--- src/rtl/coo_enc_hls_axis_block_detector_if.sv ---
// AXI-Stream handshake tap bundle for the block detector: per-channel TVALID/TREADY
// plus the static per-channel direction strap.
interface coo_enc_hls_axis_block_detector_if #(
    parameter int NUM_CH = 4
);
    logic [NUM_CH-1:0] ch_tvalid;
    logic [NUM_CH-1:0] ch_tready;
    logic [NUM_CH-1:0] ch_dir;

    modport master (output ch_tvalid, output ch_tready, output ch_dir);
    modport slave  (input  ch_tvalid, input  ch_tready, input  ch_dir);
endinterface

--- src/rtl/coo_enc_hls_axis_block_detector.sv ---
// Per-channel AXIS stall detector feeding the coo_enc deadlock monitors, with first-block capture.
// Build option: define COO_ENC_AXIS_BLOCK_STICKY_EN to make block flags and the capture sticky until clear.
module coo_enc_hls_axis_block_detector #(
    parameter int NUM_CH       = 4,
    parameter int STALL_THRESH = 16,
    parameter int CNT_W        = 8,
    localparam int CH_W        = (NUM_CH > 1) ? $clog2(NUM_CH) : 1
) (
    input  logic                                    clock,
    input  logic                                    reset,
    coo_enc_hls_axis_block_detector_if.slave        axis_if,
    input  logic                                    inst_idle_i,
    input  logic                                    clear_i,
    output logic [NUM_CH-1:0]                       axis_block_sigs_o,
    output logic                                    block_any_o,
    output logic                                    first_vld_o,
    output logic [CH_W-1:0]                         first_ch_o
);

    localparam logic [1:0] ST_IDLE    = 2'd0;
    localparam logic [1:0] ST_COUNT   = 2'd1;
    localparam logic [1:0] ST_BLOCKED = 2'd2;

    localparam logic [CNT_W-1:0] THRESH = CNT_W'(STALL_THRESH);

`ifdef COO_ENC_AXIS_BLOCK_STICKY_EN
    localparam bit STICKY = 1'b1;
`else
    localparam bit STICKY = 1'b0;
`endif

    logic [1:0]        state_q [NUM_CH];
    logic [1:0]        state_d [NUM_CH];
    logic [CNT_W-1:0]  cnt_q   [NUM_CH];
    logic [CNT_W-1:0]  cnt_d   [NUM_CH];
    logic [NUM_CH-1:0] stall;
    logic [NUM_CH-1:0] flag_q;
    logic [NUM_CH-1:0] flag_d;
    logic [NUM_CH-1:0] entering;
    logic              block_any_q;
    logic              first_vld_q;
    logic              first_vld_d;
    logic [CH_W-1:0]   first_ch_q;
    logic [CH_W-1:0]   first_ch_d;
    logic [CH_W-1:0]   lowest_entering;

    // Read side waits on an empty input, write side waits on a full output.
    assign stall = (axis_if.ch_dir  & axis_if.ch_tvalid & ~axis_if.ch_tready)
                 | (~axis_if.ch_dir & axis_if.ch_tready & ~axis_if.ch_tvalid);

    always_comb begin
        for (int i = 0; i < NUM_CH; i++) begin
            // NOTE: hold-value defaults first so no path leaves a next-state unassigned (no latches).
            state_d[i] = state_q[i];
            cnt_d[i]   = cnt_q[i];
            if (clear_i) begin
                state_d[i] = ST_IDLE;
                cnt_d[i]   = '0;
            end else if (inst_idle_i) begin
                if (!(STICKY && state_q[i] == ST_BLOCKED)) begin
                    state_d[i] = ST_IDLE;
                    cnt_d[i]   = '0;
                end
            end else begin
                case (state_q[i])
                    ST_IDLE: begin
                        if (stall[i]) begin
                            cnt_d[i]   = CNT_W'(1);
                            state_d[i] = (THRESH == CNT_W'(1)) ? ST_BLOCKED : ST_COUNT;
                        end
                    end
                    ST_COUNT: begin
                        if (stall[i]) begin
                            cnt_d[i] = cnt_q[i] + CNT_W'(1);
                            if (cnt_q[i] + CNT_W'(1) == THRESH) state_d[i] = ST_BLOCKED;
                        end else begin
                            state_d[i] = ST_IDLE;
                            cnt_d[i]   = '0;
                        end
                    end
                    ST_BLOCKED: begin
                        if (stall[i]) begin
                            cnt_d[i] = THRESH;
                        end else if (!STICKY) begin
                            state_d[i] = ST_IDLE;
                            cnt_d[i]   = '0;
                        end
                    end
                    default: begin
                        // Unused encoding: recover rather than lock up.
                        state_d[i] = ST_IDLE;
                        cnt_d[i]   = '0;
                    end
                endcase
            end
            flag_d[i] = (state_d[i] == ST_BLOCKED);
        end
    end

    assign entering = flag_d & ~flag_q;

    always_comb begin
        lowest_entering = '0;
        for (int i = NUM_CH - 1; i >= 0; i--) begin
            if (entering[i]) lowest_entering = CH_W'(i);
        end
    end

    always_comb begin
        first_vld_d = first_vld_q;
        first_ch_d  = first_ch_q;
        if (clear_i) begin
            first_vld_d = 1'b0;
            first_ch_d  = '0;
        end else if (!STICKY && inst_idle_i) begin
            first_vld_d = 1'b0;
        end else if (!first_vld_q && (|entering)) begin
            first_vld_d = 1'b1;
            first_ch_d  = lowest_entering;
        end else if (!STICKY && !(|flag_d)) begin
            first_vld_d = 1'b0;
        end
    end

    // NOTE: sequential state uses non-blocking assignments only; every flop is reset explicitly.
    always_ff @(posedge clock) begin
        if (reset) begin
            for (int i = 0; i < NUM_CH; i++) begin
                state_q[i] <= ST_IDLE;
                cnt_q[i]   <= '0;
            end
            flag_q      <= '0;
            block_any_q <= 1'b0;
            first_vld_q <= 1'b0;
            first_ch_q  <= '0;
        end else begin
            for (int i = 0; i < NUM_CH; i++) begin
                state_q[i] <= state_d[i];
                cnt_q[i]   <= cnt_d[i];
            end
            flag_q      <= flag_d;
            block_any_q <= |flag_d;
            first_vld_q <= first_vld_d;
            first_ch_q  <= first_ch_d;
        end
    end

    assign axis_block_sigs_o = flag_q;
    assign block_any_o       = block_any_q;
    assign first_vld_o       = first_vld_q;
    assign first_ch_o        = first_ch_q;

endmodule

--- src/flat_wrapper.sv ---
// flat-port wrapper written by rule: the top's interface ports become plain ports
module coo_enc_hls_axis_block_detector_flat 
#(
    parameter int NUM_CH       = 4,
    parameter int STALL_THRESH = 16,
    parameter int CNT_W        = 8,
    localparam int CH_W        = (NUM_CH > 1) ? $clog2(NUM_CH) : 1
)
  (clock, reset, inst_idle_i, clear_i, axis_block_sigs_o, block_any_o, first_vld_o, first_ch_o, axis_if_ch_tvalid, axis_if_ch_tready, axis_if_ch_dir);
  coo_enc_hls_axis_block_detector_if #(.NUM_CH(NUM_CH)) axis_if_i ();
  input  logic clock;
  input  logic reset;
  input  logic inst_idle_i;
  input  logic clear_i;
  output logic [NUM_CH-1:0] axis_block_sigs_o;
  output logic block_any_o;
  output logic first_vld_o;
  output logic [CH_W-1:0] first_ch_o;
  input wire logic [$bits(axis_if_i.ch_tvalid)-1:0] axis_if_ch_tvalid;
  input wire logic [$bits(axis_if_i.ch_tready)-1:0] axis_if_ch_tready;
  input wire logic [$bits(axis_if_i.ch_dir)-1:0] axis_if_ch_dir;
  assign axis_if_i.ch_tvalid = axis_if_ch_tvalid;
  assign axis_if_i.ch_tready = axis_if_ch_tready;
  assign axis_if_i.ch_dir = axis_if_ch_dir;
  coo_enc_hls_axis_block_detector #(.NUM_CH(NUM_CH), .STALL_THRESH(STALL_THRESH), .CNT_W(CNT_W)) u_core (.clock(clock), .reset(reset), .axis_if(axis_if_i), .inst_idle_i(inst_idle_i), .clear_i(clear_i), .axis_block_sigs_o(axis_block_sigs_o), .block_any_o(block_any_o), .first_vld_o(first_vld_o), .first_ch_o(first_ch_o));
endmodule
--- config.mk ---
export PLATFORM = sky130hd
export DESIGN_NAME = coo_enc_hls_axis_block_detector_flat
export DESIGN_NICKNAME = d
export VERILOG_FILES = /design/src/rtl/coo_enc_hls_axis_block_detector_if.sv /design/src/rtl/coo_enc_hls_axis_block_detector.sv /design/src/flat_wrapper.sv
export SDC_FILE = /design/constraint.sdc
export NUM_CORES = 1
export LEC_CHECK = 0
export ABC_CLOCK_PERIOD_IN_PS = 3100
export BUFFER_PORTS_ARGS = -buffer_cell sky130_fd_sc_hd__buf_2
export CAP_MARGIN = 20
export CORE_ASPECT_RATIO = 0.8
export CORE_MARGIN = 2
export CORE_UTILIZATION = 50
export DETAILED_ROUTE_END_ITERATION = 10
export PLACE_DENSITY = 0.77
export SLEW_MARGIN = 0
export SYNTH_ARGS = -nofsm -noshare
export SYNTH_HDL_FRONTEND = slang
export SYNTH_SLANG_ARGS = --single-unit
--- constraint.sdc ---
create_clock -name clock -period 3.1 [get_ports clock]
set_clock_uncertainty 0.2 [all_clocks]
set_input_delay 0.155 -clock clock [delete_from_list [all_inputs] [get_ports clock]]
set_output_delay 0.155 -clock clock [all_outputs]
set_load 0.02 [all_outputs]
==> results.md <==
- Status: complete, no violations
- Slew HR: between 40 and 50%
- Die area: roughly 0.0058 mm2
- Hold_sp: inst_idle_i
- FF+latch count, synth: 48
- Worst-case clock buffer depth: 2
- Antenna Cells: 0
- CP max-delay cell: dfxtp_1
- Worst-Skew Late Latency: 0.30 ns
- Hold Path End: u_core.first_ch_o[1]
- Root Buffer: clkbuf_8
- CP Class: reg -> reg
- Crit path arrival time: ~2.6 ns
- Top post-synthesis cells by count: 53 x nor2_1, 48 x dfxtp_1, 28 x nand2_1, 24 x a21oi_1, 21 x o21ai_0
- CP Data Required Time: a little over 3 ns
- Hold_ws: ~0.045 ns
- Syn Area/Cell: 7.91 um2
- Share of layout cells above drive strength 1: 13.8%
- Vias in the first global route: roughly 2100
- Reg2reg end: u_core.first_ch_o[0]
- Async SR Flop Fraction: 0%
- Clk pin slew, worst setup/hold paths: about 0.10 ns
- 1st-iter DRT viols: approximately 160
- Clock sinks: 48
- Hold depth: 4
- Slew Viols, Final: 0
- Tightest Hold Check Type: in -> reg
- Drt pass-1 iters: 4
- Largest cells by area after synthesis: dfxtp_1 37%, nor2_1 7.6%, a21oi_1 4.6%
- GRT Total Usage: 19.7%
- Core area: just over 0.005 mm2
- DRC Markers: 0
- Critical Path Fanout Max: 7
- Post-Route WL: roughly 5500 um
- Register area share after synthesis: between 30% and 40%
- Leak Pwr: between 0.001 and 0.0015 uW
- First-pass GRT wire length: 9370 um
- Post-synth top area share: between 30% and 40%
- H-tree depth: 2
- Final GP Congestion: ~0.9
- DP HPWL: around 4000 um
- Slowest Stage Delay on Critical Path: 0.36 ns
- Total number of vias: around 2400
- Via/cell ratio: a little under 6
- Unrepaired setup endpoints after global routing: false
- MaxCap Viol Count: 0
- RR Startpoint: u_core.cnt_q[2][0]
- VDD IR max: ~0.2 mV
- Die Span Y: between 60 and 70 um
- Final worst path period share: approximately 83%
- Placed cells: 408
- Register area: 961 um2
- Yosys warns: 0
- Area Growth Syn to Fin: 10.5%
- Startpoint Class: flop
- Pwr Total: roughly 1100 uW
- Wire per inst: about 13 um
- Cell-by-cell trace of the critical path: ha_1 -> and3_1 -> a311oi_1 -> a211oi_2 -> o31ai_4 -> a32oi_1 -> o211a_1 -> a2111oi_2
- Reg2reg setup slack: roughly 0.53 ns
- Die width: 85.0 um
- Buffers on Ports: 23
- Grt ovf: 0
- CP endpoint kind: flop
- Fin crit period: around 2.6 ns
- Most used DFF post-synth: dfxtp_1
- Most frequent cell after synthesis: nor2_1
- Largest net degree at the start of global routing: 16
- R2r worst-path depth: 8
- Net Count, Synth: 352
- Area leader, netlist: dfxtp_1
- Cell Area, Synth: about 0.0026 mm2
- IO Count: 24
- Initial antenna violation count: 0
- Max Fclk: about 390 MHz
- Final nets: approximately 380
- Post-synth EDFFs: 0
- Endpoints failing hold: 0
- Postcts setup bufs: 0
- Synth Instances: 332
- Worst Tran Pin Value: ~0.86 ns
- Final std cells w/o fill: roughly 420
- Antenna-violating nets left: 0
- Cell Pwr Density: 374 mW/mm2
- CTS tree: yes
- Final setup vio count: 0
- Fill cell count: roughly 470
- Initial Util: between 50% and 60%
- Row count: 23
- Area of the multi-input gates: about 0.0016 mm2
- Setup TNS Final: 0 ns
- CTS Buf Count: 5
- Yosys cell types: 55
## cell families (layout without fill, tap and decap cells)
logic type / Yosys count / in the layout / synth area share (%)
simple gates: 168 / 168 / 33.9
fa+ha+maj: 4 / 4 / 1.91
xor+xnor: 6 / 6 / 2.00
compound gates: 88 / 88 / 23.0
buf+inv: 18 / 42 / 2.57
flops: 48 / 48 / 36.6
## cell usage in the layout (no fill, tap or decap), types with 6 or more instances in the layout
cell,instances
o21ai_0,21
nand2_1,28
dfxtp_1,48
nand2b_1,9
nand3_1,9
or3_1,11
inv_1,8
nor2_1,53
nand3b_1,9
nor3_1,6
a211oi_1,8
and3_1,7
buf_2,23
a21oi_1,24
clkbuf_8,6
## stage by stage
| step | setup slack, ns | area [um2] | util (%) |
|---|---|---|---|
| final | 0.526 | 2900 | 57.6 |
| after global routing | 0.189 | 2900 | 57.6 |
| after CTS | 0.523 | 2900 | 57.6 |
| after detailed placement | 0.520 | 2780 | 55.3 |
| after global placement | 0.636 | 2780 | 55.3 |
| after floorplan | 0.778 | 2630 | - |
## how the worst max path moves through the flow
stage                                 to                from
floorplan           u_core.first_ch_o[0]  u_core.cnt_q[2][0]
global placement    u_core.first_ch_o[0]  u_core.cnt_q[2][0]
detailed placement  u_core.first_ch_o[0]  u_core.cnt_q[2][0]
CTS                 u_core.first_ch_o[0]  u_core.cnt_q[2][0]
global route        u_core.first_ch_o[0]  u_core.cnt_q[3][0]
finish              u_core.first_ch_o[0]  u_core.cnt_q[2][0]
## layout make-up
class	count	share of cell area (%)
Multi-Input combinational cell	266	55.0
Sequential cell	48	33.1
Timing Repair Buffer	25	4.66
Clock buffer	6	2.85
Tap cell	62	2.67
Inverter	9	1.16
Clock inverter	2	0.517
## flip-flops by register name (all words and copies together) (netlist names)
signal,flops
u_core.cnt_q,32
u_core.state_q,8
u_core.axis_block_sigs_o,4
u_core.first_ch_o,2
u_core.block_any_o,1
u_core.first_vld_o,1
## report_power, final
part | switching [uW] | total [uW] | internal [uW]
sequential | 3.32 | 621 | 618
combinational | 44.0 | 68.8 | 24.8
clock | 214 | 395 | 181
total | 261 | 1080 | 824
## worst max-delay path, delay by kind of cell, from the launching register on
kind                     cells  cell delay, ns
AND/OR/NAND/NOR              1            0.21
adder cells (fa/ha/maj)      1            0.27
AO/OA/AOI/OAI                6            1.43
flip-flops                   1            0.36
## timing repair
| item | 4_1_cts | 5_1_grt |
|---|---|---|
| hold buffers | 2 | 0 |
| setup endpoints to repair | 0 | 0 |
| hold endpoints to repair | 7 | 0 |
| resized for setup | 0 | 0 |
## layer usage
| metal | wire length (um) | GRT usage [%] |
|---|---|---|
| met5 | 0 | 0 |
| met4 | 61 | 5.56 |
| met3 | 252 | 3.93 |
| met2 | 2420 | 32.5 |
| met1 | 2780 | 26.4 |
Note: power is estimated with default switching activity, not from simulation.
